File: config.mk
export PLATFORM = sky130hd
export DESIGN_NAME = ce_phase_gen
export DESIGN_NICKNAME = d
export VERILOG_FILES = /design/src/rtl/ce_phase_gen.sv
export SDC_FILE = /design/constraint.sdc
export NUM_CORES = 1
export LEC_CHECK = 0
export BUFFER_PORTS_ARGS = -buffer_cell sky130_fd_sc_hd__buf_2
export CORE_AREA = 4 4 41 43
export CTS_CLUSTER_SIZE = 16
export DETAILED_ROUTE_END_ITERATION = 12
export DIE_AREA = 0 0 45 47
export PLACE_DENSITY_LB_ADDON = 0.25
export SYNTH_ARGS = -nofsm -noshare
export SYNTH_HDL_FRONTEND = slang
export SYNTH_SLANG_ARGS = --single-unit
File: constraint.sdc
create_clock -name clock -period 1.5 [get_ports clock]
set_input_delay 0.225 -clock clock [delete_from_list [all_inputs] [get_ports clock]]
set_output_delay 0.225 -clock clock [all_outputs]
set_load 0.01 [all_outputs]
File: src/rtl/ce_phase_gen.sv
// Clock-enable phase generator: binary ladder of rising/falling enable pulses
// plus a CPU enable pair with turbo selection (CE_TURBO_EN) and contention stall.
module ce_phase_gen #(
  parameter int BASE   = 2,
  parameter int STAGES = 3,
  localparam int CW    = BASE + STAGES
) (
  input  logic              clock,
  input  logic              reset,
  input  logic              enable,
  input  logic [1:0]        turbo,
  input  logic              stall,
  output logic              base_ce,
  output logic [STAGES-1:0] pe,
  output logic [STAGES-1:0] ne,
  output logic              cpu_pe,
  output logic              cpu_ne,
  output logic [CW-1:0]     phase
);

  // True when the low n bits of value are all zero (n == 0 is always true).
  function automatic logic low_zero(input logic [CW-1:0] value, input int n);
    return (value & ~({CW{1'b1}} << n)) == '0;
  endfunction

  logic              base_slot;
  logic [STAGES-1:0] pe_slot;
  logic [STAGES-1:0] ne_slot;
  logic [STAGES-1:0] stage_mask;
  logic              sel_pe;
  logic              sel_ne;
  logic              cpu_rise;
  logic              cpu_fall;
  logic              cpu_level;
  int                sel;

  assign base_slot = low_zero(phase, BASE);

  for (genvar k = 0; k < STAGES; k++) begin : g_slot
    assign ne_slot[k]    = low_zero(phase, BASE + k + 1);
    assign pe_slot[k]    = low_zero(phase, BASE + k) && phase[BASE + k];
    assign stage_mask[k] = (sel == k);
  end

`ifdef CE_TURBO_EN
  logic [1:0] active_turbo;

  // Loaded only where every stage's falling slot coincides, so a speed change
  // can never shorten a CPU clock phase.
  always_ff @(negedge clock) begin
    if (!reset)
      active_turbo <= 2'd0;
    else if (enable && ne_slot[STAGES-1])
      active_turbo <= turbo;
  end

  always_comb begin
    sel = STAGES - 1 - int'(active_turbo);
    if (sel < 0)
      sel = 0;
  end
`else
  logic [1:0] unused_turbo;

  assign unused_turbo = turbo;

  always_comb begin
    sel = STAGES - 1;
  end
`endif

  // NOTE: combinational blocks assign every output a default before any
  // condition, so no path leaves a signal unassigned and no latch is inferred.
  always_comb begin
    sel_pe   = |(pe_slot & stage_mask);
    sel_ne   = |(ne_slot & stage_mask);
    cpu_rise = 1'b0;
    cpu_fall = 1'b0;
    if (sel_pe && !cpu_level && !stall)
      cpu_rise = 1'b1;
    if (sel_ne && cpu_level)
      cpu_fall = 1'b1;
  end

  // NOTE: clocked state uses non-blocking assignments so every register
  // samples pre-edge values, independent of statement order.
  always_ff @(negedge clock) begin
    if (!reset) begin
      phase     <= '0;
      cpu_level <= 1'b0;
      base_ce   <= 1'b0;
      pe        <= '0;
      ne        <= '0;
      cpu_pe    <= 1'b0;
      cpu_ne    <= 1'b0;
    end else if (enable) begin
      phase   <= phase + CW'(1);
      base_ce <= base_slot;
      pe      <= pe_slot;
      ne      <= ne_slot;
      cpu_pe  <= cpu_rise;
      cpu_ne  <= cpu_fall;
      if (cpu_rise)
        cpu_level <= 1'b1;
      else if (cpu_fall)
        cpu_level <= 1'b0;
    end else begin
      // Counter and CPU level hold; pulses must not repeat while frozen.
      base_ce <= 1'b0;
      pe      <= '0;
      ne      <= '0;
      cpu_pe  <= 1'b0;
      cpu_ne  <= 1'b0;
    end
  end

endmodule

==> flow_summary.json, run 1 <==
{
  "portBuffers": 17,
  "synth_enable_flop_cells": 0,
  "dp_hpwl_um": 744,
  "syn_area_um2": 547,
  "total_power_mw": 1.08,
  "wl_per_cell_um": 9.81,
  "start_util": 0.420,
  "synth_top_area_frac": 0.549,
  "rows": 13,
  "power_per_cell_area_nw_per_um2": 1210,
  "via_per_inst": 4.45,
  "synth-seq-cells": 15,
  "clock_power_share": 0.504,
  "final_hold_viol_count": 0,
  "ios": 20,
  "async_reset_ff_frac": 0,
  "grt_setup_unrepaired": "yes",
  "critical_path.top_delay_family": "flip-flops",
  "tightest_slew_ns": 0.129,
  "p_sw_mw": 0.280,
  "gp_congestion": 0.723,
  "cap_violations": 0,
  "worstReg2RegEnd": "cpu_pe",
  "irDropWorstVdd_mv": 0.753,
  "ys_warn_count": 0,
  "worstSetupStartpoint": "phase[0]",
  "cp_slowest_cell": "dfxtp_2",
  "cts_hold_buf": 0,
  "synth_area_leaders": "dfxtp_1, and2_1, xnor2_1",
  "setup_ws_ns": -0.249,
  "numClockSinks": 15,
  "drive_above_1_share": 0.495,
  "crit_buf_inv": 1,
  "numPlacedInstances": 91,
  "cp_data_required_time_ns": 1.27,
  "syn-instance-count": 49,
  "ys_top_cells_by_count": "dfxtp_1, and2_1, inv_1",
  "grt_overflow": 0,
  "syn_nets": 57,
  "rr_worst_depth": 7,
  "path_class": "flip-flop to output port",
  "maxSlewHeadroom": 0.912,
  "grt_pass1_wl_um": 1770,
  "final_core_util": 0.688,
  "synth.most_common_cell": "dfxtp_1",
  "max_stage_delay_ns": 0.32,
  "cp.depth": 1,
  "die_w_um": 45,
  "p_sw_frac": 0.259,
  "final_cells": 110,
  "antenna_cells": 0,
  "netlist.top_cell.by_area": "dfxtp_1",
  "cts_buffers": 3,
  "start_kind": "flip-flop",
  "r2r_slack_ns": 0.19,
  "status": "finished with violations",
  "dr.pass1.iters": 3,
  "post_dp_cell_area_um2": 722,
  "violations": "negative setup slack",
  "fin_worst_skew_ns": 0.00919,
  "final_nets": 104,
  "gr-usage-all-layers": 0.120,
  "grt_max_degree": 10,
  "setup_violations": 14,
  "final_area_um2": 895,
  "grt_antenna_before_repair": 0,
  "cp_max_fo": 2,
  "drc": 0,
  "die_area_um2": 2120,
  "syn2layout_area_growth_pct": 63.6,
  "root_buffer": "clkbuf_4",
  "core_um2": 1300,
  "critPathArrivalTime_ns": 1.52,
  "clk_latency_ns": 0.35,
  "synth_seq_area_share": 0.549,
  "drt_iter0_markers": 4,
  "p_leak_nw": 0.495,
  "routed_wl_um": 1080,
  "first_global_vias": 489,
  "clock_path_buffers": 2,
  "path_clk_slew_ns": 0.04,
  "synth_ff_type": "dfxtp_1",
  "cts_max_level": 1,
  "cts_tree": "yes",
  "p_int_mw": 0.802,
  "cp-endpoint": "phase[0]",
  "synth_area_per_cell_um2": 11.2,
  "seqPwrFrac": 0.395,
  "hold_path_class": "flip-flop to flip-flop",
  "rr_startpoint": "phase[0]",
  "end_kind": "output port",
  "combPwrFrac": 0.101,
  "final_max_slew_viol_count": 0,
  "die_h_um": 47,
  "cp_cell_sequence": "buf_6",
  "via_count": 490,
  "synth_cell_types": 22,
  "ant_nets": 0
}
==> cells by family (layout without fill, tap and decap cells) <==
logic type	count (synthesis)	in the layout	share of synthesized area
adder cells (fa/ha/maj)	2	2	0.0458
AND/OR/NAND/NOR	20	20	0.247
buffers and inverters	6	52	0.0549
XOR/XNOR	4	4	0.0641
AO/OA/AOI/OAI	1	1	0.0206
flip-flops	15	15	0.549
multiplexers	1	1	0.0183
==> stage by stage <==
step | setup slack, ns | hold slack [ns] | setup TNS, ns
final | -0.249 | 0.448 | -3.27
after floorplan | -0.0984 | 0.422 | -0.222
after global placement | -0.181 | 0.449 | -1.54
after CTS | -0.266 | 0.455 | -3.51
after detailed placement | -0.215 | 0.457 | -1.67
after global routing | -0.298 | 0.481 | -3.94
==> cell usage in the layout (no fill, tap or decap), drive strengths merged, types with 2 or more instances in the layout <==
cell type  instances
and2               6
nand3              2
clkbuf             3
buf               29
xnor2              3
nor2               3
nand4              2
nor3b              2
nand2              2
dfxtp             15
ha                 2
inv               19
==> worst min path at each step <==
stage,cells after the start,endpoint,startpoint,slack [ns]
detailed placement,1,cpu_pe,cpu_level,0.46
floorplan,1,cpu_pe,cpu_level,0.42
finish,1,cpu_pe,cpu_level,0.45
global route,1,cpu_pe,cpu_level,0.48
global placement,1,cpu_pe,cpu_level,0.45
CTS,1,cpu_pe,cpu_level,0.45
==> power by group through the flow <==
stage               registers [mW]  logic (mW)  clock network (mW)
floorplan                    0.441      0.0389              0.0654
global placement             0.429      0.0956              0.0654
detailed placement           0.430      0.0973              0.0654
CTS                          0.427       0.107               0.570
global route                 0.428       0.121               0.628
finish                       0.428       0.109               0.545
==> worst reg2reg max path, stage by stage (launching register included) <==
cell and delay (ns):
dfxtp_2 0.32, buf_4 0.14, inv_1 0.05, ha_1 0.19, nand3_2 0.11, inv_2 0.08, and3_4 0.18, nor3b_2 0.16
==> routing by layer <==
layer  vias to the layer above  track usage  share of wire
met5                         -            0              0
met4                         0       0.0936          0.016
met3                         3       0.0690          0.071
met2                        16        0.215           0.54
met1                       217       0.0932           0.37
li1                        254            -              -
==> repair_timing <==
item / 4_1_cts / 5_1_grt
endpoints found under the setup margin: 14 / 14
gates resized for setup: 14 / 2
buffers inserted: 0 / 1
==> cell type report <==
cell class / count / area, µm²
repair buffers: 29 / 225
inverters: 4 / 15.0
multi-input cells: 28 / 216
flip-flops and latches: 15 / 310
clock inverters: 16 / 86.3
clock buffers: 3 / 22.5
fillers: 115 / 407
well taps: 15 / 18.8
==> state kept, by name, indices dropped and copies added (netlist names) <==
signal     count
phase          5
cpu_pe         1
cpu_ne         1
cpu_level      1
base_ce        1
pe             3
ne             3
Power figures use the tool's default switching activity.
==> run 2, diff against run 1 <==
Settings changed: RECOVER_POWER from default to 50.
Clock period 1.5 ns to 1.8 ns, I/O delays scaled along.
==> run 2 against run 1 <==
The flow still finishes with violations (negative setup slack). Critical path depth did not move. Clock-buffer cell count did not move. Combinational power fell by 24%. Sequential power fell by 17%. Sequential share of layout area rose by 1.2 points. Clock power fell by 15%. First-iteration DRC count rose by 50%. Non-clock buffer count fell by 2. Sequential cell count did not move. Critical path type unchanged.
==> flow_summary.json, run 2 (synthesis results as in run 1) <==
{
  "status": "finished with violations",
  "violations": "negative setup slack",
  "dp_hpwl_um": 719,
  "wl_per_cell_um": 9.68,
  "routed_wl_um": 1050,
  "grt_antenna_before_repair": 0,
  "rows": 13,
  "nFillCells": 113,
  "syn2layout_area_growth_pct": 57.0,
  "die_w_um": 45,
  "p_sw_frac": 0.266,
  "p_sw_mw": 0.241,
  "hold_path_class": "flip-flop to flip-flop",
  "maxSlewHeadroom": 0.780,
  "critPathArrivalTime_ns": 1.69,
  "power_per_cell_area_nw_per_um2": 1050,
  "cp_slowest_cell": "dfxtp_2",
  "crit_buf_inv": 1,
  "clock_path_buffers": 2,
  "final_hold_viol_count": 0,
  "cp_data_required_time_ns": 1.53,
  "start_util": 0.420,
  "final_nets": 102,
  "cts_tree": "yes",
  "drive_above_1_share": 0.430,
  "fin_worst_skew_ns": 0.0107,
  "setup_ws_ns": -0.158,
  "largestRegisters": "phase (5), ne (3), pe (3)",
  "pre_cts_slack_ns": -0.0935,
  "final_cell_mix": "inv_1, buf_2, dfxtp_1, buf_4",
  "numPlacedInstances": 90,
  "portBuffers": 17,
  "r2r_slack_ns": 0.50,
  "cts_buffers": 3,
  "gp_congestion": 0.724,
  "layout_commonest_cell": "inv_1",
  "grt_overflow": 0,
  "core_um2": 1300,
  "numClockSinks": 15,
  "worstReg2RegEnd": "cpu_pe",
  "die_area_um2": 2120,
  "dr.pass1.iters": 3,
  "grt_max_degree": 10,
  "ant_nets": 0,
  "root_buffer": "clkbuf_4",
  "grt_pass1_wl_um": 1870,
  "critical_path.top_delay_family": "flip-flops",
  "gr-usage-all-layers": 0.129,
  "drc": 0,
  "largest_register_ffs": 5,
  "cp_max_fo": 2,
  "fin_setup_tns_ns": -1.91,
  "p_int_mw": 0.664,
  "end_kind": "output port",
  "max_stage_delay_ns": 0.32,
  "first_global_vias": 512,
  "cp.depth": 1,
  "holdPathStages": 1,
  "seqPwrFrac": 0.393,
  "ios": 20,
  "worstHoldStart": "cpu_level",
  "grt_setup_unrepaired": "yes",
  "start_kind": "flip-flop",
  "post_dp_cell_area_um2": 714,
  "drt_iter0_markers": 6,
  "cp_cell_sequence": "buf_6",
  "via_count": 479,
  "combPwrFrac": 0.092,
  "die_h_um": 47,
  "cts_max_level": 1,
  "final_max_slew_viol_count": 0,
  "clk_latency_ns": 0.36,
  "rr_worst_depth": 7,
  "regMostFlops": "phase",
  "rr_startpoint": "phase[0]",
  "antenna_cells": 0,
  "path_class": "flip-flop to output port",
  "clock_power_share": 0.515,
  "final_core_util": 0.660,
  "p_leak_nw": 0.480,
  "final_area_um2": 858,
  "cap_violations": 0,
  "setup_violations": 14,
  "via_per_inst": 4.44,
  "hold_end": "cpu_pe",
  "final_cells": 108,
  "path_clk_slew_ns": 0.04,
  "tightest_slew_ns": 0.330,
  "irDropWorstVdd_mv": 0.781
}
-- run 2: how the worst max path moves through the flow --
stage                           to  startpoint
after floorplan             cpu_pe      enable
after global placement      cpu_pe      enable
after detailed placement    cpu_pe      enable
after CTS                    ne[2]       ne[2]
after global routing      phase[2]    phase[2]
final                     phase[1]    phase[1]
-- run 2: layer usage --
layer  vias up  routed length, µm  share of wire  global-route usage
met2        17                493           0.47               0.178
li1        246                  -              -                   -
met5         -                  0              0                   0
met3         4                 97          0.093              0.0920
met1       212                422           0.40               0.116
met4         0                 31          0.030               0.146
-- run 2: through the flow --
step / hold WS, ns / total power, mW
6_report: 0.459 / 0.904
5_1_grt: 0.488 / 0.973
4_1_cts: 0.459 / 0.929
3_5_place_dp: 0.458 / 0.492
3_3_place_gp: 0.454 / 0.490
2_1_floorplan: 0.422 / 0.454
-- run 2: timing repair --
action | in CTS | in global routing
buffers inserted | 0 | 0
endpoints found under the setup margin | 14 | 14
resized for setup | 12 | 0
hold buffers | 0 | 0
-- run 2: worst register-to-register path, stage by stage (launching register included) --
cell,delay (ns)
dfxtp_2,0.33
buf_4,0.12
inv_1,0.04
ha_1,0.21
nand3_1,0.11
inv_1,0.07
and3_4,0.18
nor3b_2,0.14
-- run 2: power groups by stage --
stage                     registers (mW)  logic, mW  clock network (mW)
final                              0.356     0.0832               0.465
after detailed placement           0.358     0.0792              0.0545
after floorplan                    0.368     0.0316              0.0545
after global routing               0.356     0.0945               0.522
after global placement             0.357     0.0780              0.0545
after CTS                          0.356     0.0873               0.486
-- run 2: area by class of cell --
cell class | instances | area [µm²] | share of cell area
clock buffers | 3 | 22.5 | 0.0262
clock inverters | 16 | 86.3 | 0.101
inverters | 4 | 15.0 | 0.0175
multi-input cells | 28 | 211 | 0.246
flip-flops and latches | 15 | 308 | 0.359
well taps | 15 | 18.8 | 0.0219
repair buffers | 27 | 196 | 0.229
